### src/rtl/muldiv_pkg.sv
// -----------------------------------------------------------------------------
// muldiv_pkg
// Shared definitions for the iterative multiply/divide unit: the 2-bit op
// encodings seen on the execute-stage interface, the FSM state encoding and
// small helpers that decode an op into "is a divide" / "is signed".
// -----------------------------------------------------------------------------
package muldiv_pkg;

    localparam logic [1:0] MULDIV_OP_MULT  = 2'b00;
    localparam logic [1:0] MULDIV_OP_MULTU = 2'b01;
    localparam logic [1:0] MULDIV_OP_DIV   = 2'b10;
    localparam logic [1:0] MULDIV_OP_DIVU  = 2'b11;

    typedef enum logic [1:0] {
        MULDIV_ST_IDLE = 2'd0,
        MULDIV_ST_PRE  = 2'd1,
        MULDIV_ST_CALC = 2'd2,
        MULDIV_ST_POST = 2'd3
    } muldiv_state_e;

    // Bit 1 of the op selects divide, bit 0 selects the unsigned flavour.
    function automatic logic op_is_div(input logic [1:0] op);
        return op[1];
    endfunction

    function automatic logic op_is_signed(input logic [1:0] op);
        return ~op[0];
    endfunction

endpackage

### src/rtl/muldiv_signfix.sv
// -----------------------------------------------------------------------------
// muldiv_signfix
// Combinational conditional two's-complement negate.
//   neg   in   1     1: dout = -din, 0: dout = din
//   din   in   XLEN  value to fix up
//   dout  out  XLEN  result
// -----------------------------------------------------------------------------
module muldiv_signfix #(
    parameter int XLEN = 32
) (
    input  logic            neg,
    input  logic [XLEN-1:0] din,
    output logic [XLEN-1:0] dout
);

    logic [XLEN-1:0] inv;

    // Conditional invert, then add the same control bit as the +1.
    genvar gi;
    generate
        for (gi = 0; gi < XLEN; gi++) begin : g_inv
            assign inv[gi] = din[gi] ^ neg;
        end
    endgenerate

    assign dout = inv + {{(XLEN-1){1'b0}}, neg};

endmodule

### src/rtl/muldiv_unit.sv
// -----------------------------------------------------------------------------
// muldiv_unit
// Multi-cycle iterative multiply/divide unit owning the HI/LO register pair.
// Sequence per op: IDLE -> PRE (operand magnitudes) -> CALC (XLEN iterations of
// shift-add or restoring divide) -> POST (sign fix-up, HI/LO write) -> IDLE.
// Accept edge T gives done high in cycle T+XLEN+2.
//   clk          in   1     clock
//   rst_n        in   1     asynchronous active-low reset
//   start        in   1     request strobe, honoured only when not busy
//   op           in   2     00 MULT, 01 MULTU, 10 DIV, 11 DIVU
//   a, b         in   XLEN  rs / rt operands
//   hi_we, lo_we in   1     MTHI / MTLO write enables (ignored while busy)
//   wdata        in   XLEN  MTHI / MTLO data
//   busy         out  1     accept edge through done cycle inclusive
//   done         out  1     one-cycle pulse, HI/LO hold the new result
//   hi, lo       out  XLEN  HI / LO registers
// Optional build macro MULDIV_DIVZERO_FLAG_EN adds output div_by_zero: set in
// the done cycle of a divide with b==0, cleared on the next accepted start.
// -----------------------------------------------------------------------------
module muldiv_unit
    import muldiv_pkg::*;
#(
    parameter int XLEN = 32
) (
    input  logic            clk,
    input  logic            rst_n,
    input  logic            start,
    input  logic [1:0]      op,
    input  logic [XLEN-1:0] a,
    input  logic [XLEN-1:0] b,
    input  logic            hi_we,
    input  logic            lo_we,
    input  logic [XLEN-1:0] wdata,
    output logic            busy,
    output logic            done,
    output logic [XLEN-1:0] hi,
    output logic [XLEN-1:0] lo
`ifdef MULDIV_DIVZERO_FLAG_EN
    ,
    output logic            div_by_zero
`endif
);

    localparam int CW = (XLEN > 1) ? $clog2(XLEN) : 1;

    muldiv_state_e   state_reg, state_next;
    logic [1:0]      op_reg, op_next;
    logic [XLEN-1:0] a_reg, a_next;
    logic [XLEN-1:0] b_reg, b_next;
    logic [CW-1:0]   cnt_reg, cnt_next;
    // upper: partial product high half / partial remainder
    // lower: multiplier being consumed / dividend shifting out, quotient in
    // opnd : multiplicand / divisor magnitude
    logic [XLEN-1:0] upper_reg, upper_next;
    logic [XLEN-1:0] lower_reg, lower_next;
    logic [XLEN-1:0] opnd_reg, opnd_next;
    logic            res_neg_reg, res_neg_next;
    logic            rem_neg_reg, rem_neg_next;
    logic            done_reg, done_next;
    logic [XLEN-1:0] hi_reg, hi_next;
    logic [XLEN-1:0] lo_reg, lo_next;
`ifdef MULDIV_DIVZERO_FLAG_EN
    logic            dz_reg, dz_next;
`endif

    logic            is_div, is_signed;
    logic [XLEN-1:0] abs_a, abs_b, fix_lo, fix_hi;
    logic [XLEN:0]   shifted, diff, addend, sum;

    assign is_div    = op_is_div(op_reg);
    assign is_signed = op_is_signed(op_reg);

    muldiv_signfix #(.XLEN(XLEN)) u_abs_a (
        .neg (is_signed & a_reg[XLEN-1]), .din (a_reg), .dout (abs_a));
    muldiv_signfix #(.XLEN(XLEN)) u_abs_b (
        .neg (is_signed & b_reg[XLEN-1]), .din (b_reg), .dout (abs_b));
    muldiv_signfix #(.XLEN(XLEN)) u_fix_lo (
        .neg (res_neg_reg), .din (lower_reg), .dout (fix_lo));
    muldiv_signfix #(.XLEN(XLEN)) u_fix_hi (
        .neg (is_div ? rem_neg_reg : res_neg_reg), .din (upper_reg), .dout (fix_hi));

    // Restoring-divide trial subtract and shift-add partial sum.
    assign shifted = {upper_reg, lower_reg[XLEN-1]};
    assign diff    = shifted - {1'b0, opnd_reg};
    assign addend  = lower_reg[0] ? {1'b0, opnd_reg} : '0;
    assign sum     = {1'b0, upper_reg} + addend;

    always_ff @(posedge clk or negedge rst_n) begin
        if (!rst_n) begin
            state_reg   <= MULDIV_ST_IDLE;
            op_reg      <= '0;
            a_reg       <= '0;
            b_reg       <= '0;
            cnt_reg     <= '0;
            upper_reg   <= '0;
            lower_reg   <= '0;
            opnd_reg    <= '0;
            res_neg_reg <= 1'b0;
            rem_neg_reg <= 1'b0;
            done_reg    <= 1'b0;
            hi_reg      <= '0;
            lo_reg      <= '0;
`ifdef MULDIV_DIVZERO_FLAG_EN
            dz_reg      <= 1'b0;
`endif
        end else begin
            state_reg   <= state_next;
            op_reg      <= op_next;
            a_reg       <= a_next;
            b_reg       <= b_next;
            cnt_reg     <= cnt_next;
            upper_reg   <= upper_next;
            lower_reg   <= lower_next;
            opnd_reg    <= opnd_next;
            res_neg_reg <= res_neg_next;
            rem_neg_reg <= rem_neg_next;
            done_reg    <= done_next;
            hi_reg      <= hi_next;
            lo_reg      <= lo_next;
`ifdef MULDIV_DIVZERO_FLAG_EN
            dz_reg      <= dz_next;
`endif
        end
    end

    always_comb begin
        state_next   = state_reg;
        op_next      = op_reg;
        a_next       = a_reg;
        b_next       = b_reg;
        cnt_next     = cnt_reg;
        upper_next   = upper_reg;
        lower_next   = lower_reg;
        opnd_next    = opnd_reg;
        res_neg_next = res_neg_reg;
        rem_neg_next = rem_neg_reg;
        done_next    = 1'b0;
        hi_next      = hi_reg;
        lo_next      = lo_reg;
`ifdef MULDIV_DIVZERO_FLAG_EN
        dz_next      = dz_reg;
`endif
        case (state_reg)
            MULDIV_ST_IDLE: begin
                // The done cycle sits in IDLE but still reports busy, so
                // neither a new op nor an MTHI/MTLO is taken there.
                if (!done_reg) begin
                    if (hi_we) hi_next = wdata;
                    if (lo_we) lo_next = wdata;
                    if (start) begin
                        state_next = MULDIV_ST_PRE;
                        op_next    = op;
                        a_next     = a;
                        b_next     = b;
`ifdef MULDIV_DIVZERO_FLAG_EN
                        dz_next    = 1'b0;
`endif
                    end
                end
            end
            MULDIV_ST_PRE: begin
                opnd_next    = is_div ? abs_b : abs_a;
                lower_next   = is_div ? abs_a : abs_b;
                upper_next   = '0;
                res_neg_next = is_signed & (a_reg[XLEN-1] ^ b_reg[XLEN-1]);
                rem_neg_next = is_signed & a_reg[XLEN-1];
                cnt_next     = '0;
                state_next   = MULDIV_ST_CALC;
            end
            MULDIV_ST_CALC: begin
                if (is_div) begin
                    if (!diff[XLEN]) begin
                        upper_next = diff[XLEN-1:0];
                        lower_next = {lower_reg[XLEN-2:0], 1'b1};
                    end else begin
                        upper_next = shifted[XLEN-1:0];
                        lower_next = {lower_reg[XLEN-2:0], 1'b0};
                    end
                end else begin
                    upper_next = sum[XLEN:1];
                    lower_next = {sum[0], lower_reg[XLEN-1:1]};
                end
                cnt_next = cnt_reg + 1'b1;
                if (cnt_reg == CW'(XLEN - 1)) state_next = MULDIV_ST_POST;
            end
            MULDIV_ST_POST: begin
                if (is_div && (b_reg == '0)) begin
                    hi_next = a_reg;
                    lo_next = '1;
                end else if (is_div) begin
                    hi_next = fix_hi;
                    lo_next = fix_lo;
                end else begin
                    // 2*XLEN negate: the borrow only reaches the high half
                    // when the low half is zero, otherwise it is a plain invert.
                    hi_next = (res_neg_reg && (lower_reg != '0)) ? ~upper_reg : fix_hi;
                    lo_next = fix_lo;
                end
`ifdef MULDIV_DIVZERO_FLAG_EN
                dz_next    = is_div && (b_reg == '0);
`endif
                done_next  = 1'b1;
                state_next = MULDIV_ST_IDLE;
            end
            default: state_next = MULDIV_ST_IDLE;
        endcase
    end

    assign busy = (state_reg != MULDIV_ST_IDLE) | done_reg;
    assign done = done_reg;
    assign hi   = hi_reg;
    assign lo   = lo_reg;
`ifdef MULDIV_DIVZERO_FLAG_EN
    assign div_by_zero = dz_reg;
`endif

endmodule

### config.mk
export PLATFORM = sky130hd
export DESIGN_NAME = muldiv_unit
export DESIGN_NICKNAME = d
export VERILOG_FILES = /design/src/rtl/muldiv_pkg.sv /design/src/rtl/muldiv_signfix.sv /design/src/rtl/muldiv_unit.sv
export SDC_FILE = /design/constraint.sdc
export NUM_CORES = 1
export LEC_CHECK = 0
export BUFFER_PORTS_ARGS = -buffer_cell sky130_fd_sc_hd__buf_2
export CAP_MARGIN = 20
export CORE_AREA = 5 5 204 206
export DETAILED_ROUTE_END_ITERATION = 6
export DIE_AREA = 0 0 209 211
export PLACE_DENSITY_LB_ADDON = 0.05
export SETUP_SLACK_MARGIN = 0.02
export SLEW_MARGIN = 40
export SYNTH_ARGS = -nofsm -noshare
export SYNTH_HDL_FRONTEND = slang
export SYNTH_HIERARCHICAL = 1
export SYNTH_SLANG_ARGS = --single-unit
### constraint.sdc
create_clock -name clk -period 5.15 [get_ports clk]
set_input_delay 0.7725 -clock clk [delete_from_list [all_inputs] [get_ports clk]]
set_output_delay 0.7725 -clock clk [all_outputs]
set_load 0.005 [all_outputs]
==> impl_metrics.yaml <==
yosys:
  ys_types: 92
  avgSynthCellArea_um2: 8.58
  yosysTopAreaCell: "dfrtp_1"
  ys_seq_elements: 236
  synthArstFlopShare_pct: 100
  ys_seq_area_share_pct: 27.5
  synth_top_area_share_pct: 27.5
  synth.area.top_cells: "dfrtp_1 28%, xnor2_1 7.0%, mux2_2 5.3%"
  synth_area_um2: 21400
  syn_inst: 2499
  syn_nets: 2682
  ys_warn_count: 6
  synthFlopType: "dfrtp_1"
  synth_edf_count: 0
pwr:
  seqPwrFrac_pct: 24.6
  pwr-share-comb_pct: 63.9
  irDropWorstVdd_v: 0.000542
  p_leak_nw: 10.2
  p_sw_mw: 9.61
  switching_share_pct: 50.9
  p_clk_share_pct: 11.5
  p_per_area_nw_per_um2: 797
  cell_internal_pwr_mw: 9.28
sta:
  setup_violations: 0
  rsz0062_at_grt: "no"
  drv_slew: 0
  finalSetupTns_ps: 0
  min_period_ps: 4180
  timing_hold_violations_final: 0
  slew_headroom_pct: 39.4
  timing.hold.ws_ps: 146
  final.period_utilization_pct: 81.2
  max_freq_mhz: 239
  worst_pin_slew_ps: 905
  finClkSkew_ps: 25.1
floorplanning:
  die_h_um: 211
  core_area_um2: 39500
  io_pins: 169
  row_count: 73
  start_util_pct: 54.4
  die_w_um: 209
  die_area_um2: 44100
clock_network:
  root_buffer: "clkbuf_16"
  post_cts_buffers: 0
  tritoncts: "done"
  ctsResizeCount: 0
  clock_path_buffers: 3
  htreeDepth: 1
  clkTransAtPathRegs_ps: 60
  clock_latency_ps: 600
  cts_buffers: 29
  hold_buffers: 0
  clock-sinks: 236
final_layout:
  final_cell_mix: "259 x nand2_1, 234 x dfrtp_1, 199 x o21ai_0, 198 x nor2_1, 172 x xnor2_1"
  layout.nets: 2763
  final_common_cell: "nand2_1"
  stdcell_count: 3128
  multi_input_area_um2: 14700
  areaGrowthSynthToFinish_pct: 10.5
  antenna_cells: 0
  ff_latch_area_um2: 5910
  fill_cells: 3634
  layout-drive-gt1-share_pct: 18.9
placed_design:
  detailed_place_hpwl_um: 53900
  io_buffers: 168
  dp_cells: 3073
  gp_congestion: 0.983
global_routing:
  grt_max_degree: 97
  grt_first_pass_wirelength_um: 110000
  grtUsageTotal_pct: 31.3
  antenna_found_initial: 4
  grt_remaining_overflow: 0
  grt_pass1_vias: 19200
worst_setup_path:
  cp_max_fo: 16
  start_kind: "flip-flop"
  crit_arrival_ps: 4660
  critPathKind: "reg2reg"
  worst_ep_required_time_ps: 5630
  end_kind: "flip-flop"
detailed_routing:
  drc: 0
  wire_per_inst_um: 22.9
  finalWirelength_um: 71500
  drt_iter0_drc: 1974
  dr.pass1.iters: 6
  viasPerCell: 6.31
  antenna_left: 0
  vias: 19700
min_path:
  min_path_type: "in2async"
run:
  cap_violations: 0
outcome:
  status: "finished, final reports clean"
cells by family after synthesis:
kind of cell	share of synthesized area, %
XOR/XNOR	10.5
multiplexers	12.5
buffers and inverters	4.47
flip-flops	27.5
AO/OA/AOI/OAI	19.8
adder cells (fa/ha/maj)	4.74
AND/OR/NAND/NOR	20.5
Yosys cell counts, types with 10 or more instances:
library cell,instances
nand2b_1,40
nor2b_1,29
mux2_2,100
or2_2,22
o41ai_1,10
nor4_1,23
nor3_1,40
nand4_1,25
xnor2_1,172
ha_1,78
o22ai_1,16
o21ai_0,199
nor3b_1,10
and2_1,39
buf_1,20
buf_2,32
nand3_1,40
mux2i_1,84
inv_1,74
nand2_1,260
o211ai_1,13
xor2_1,84
o221ai_1,14
clkbuf_1,101
dfrtp_1,236
a21oi_1,164
o22a_1,10
mux4_2,32
and3_1,24
nor2_1,198
a21o_1,48
a31oi_1,15
nand3b_1,12
power by group through the flow:
stage,Clock [mW],Sequential (mW),Combinational [mW]
after floorplan,0,3.79,9.00
after global placement,0,4.56,11.6
after detailed placement,0,4.62,11.8
after CTS,2.21,4.59,11.9
after global routing,2.29,4.77,13.1
final,2.17,4.64,12.1
worst max-delay path, cell delays in order, from the launching register on:
cell and delay, ps:
dfrtp_1 440, inv_1 90, ha_1 230, fa_1 410
nor2b_1 270, o31ai_4 110, a21oi_2 200, a211o_1 190
a21o_1 340, a41o_1 700, nor2_4 290, mux4_2 520
mux2_2 270
layout make-up:
cell class,instances,share of cell area [%]
repair buffers,209,5.09
well taps,525,2.77
clock buffers,37,3.36
multi-input cells,2029,61.8
flip-flops and latches,236,24.9
inverters,75,1.19
clock inverters,17,0.860
worst paths after layout:
| kind | from | to | slack [ps] | cells past startpoint |
|---|---|---|---|---|
| max reg2reg | lower_reg[31] | lower_reg[0] | 970 | 12 |
| min | rst_n | b_reg[8] | 150 | 1 |
| max | lower_reg[31] | lower_reg[0] | 970 | 12 |
| max in group asynchronous | rst_n | hi[18] | 3880 | 2 |
| min in group clk | b[13] | b_reg[13] | 410 | 2 |
| min reg2reg | lo[28] | lo[28] | 470 | 2 |
metal layers:
layer,up-vias,track usage (%),part of all wire (%)
met3,147,4.75,6.7
met4,4,11.8,4.0
met2,732,51.5,47
li1,9194,-,-
met1,9652,42.1,42
met5,-,0,0.035
stage by stage:
step	power, mW	area (um2)	util, %	setup WS, ps
after floorplan	12.8	21400	-	1060
after global placement	16.2	22700	57.4	942
after detailed placement	16.4	22700	57.5	1050
after CTS	18.7	23700	60.0	1020
after global routing	20.2	23700	60.1	775
final	18.9	23700	60.1	969
Power figures use the tool's default switching activity.
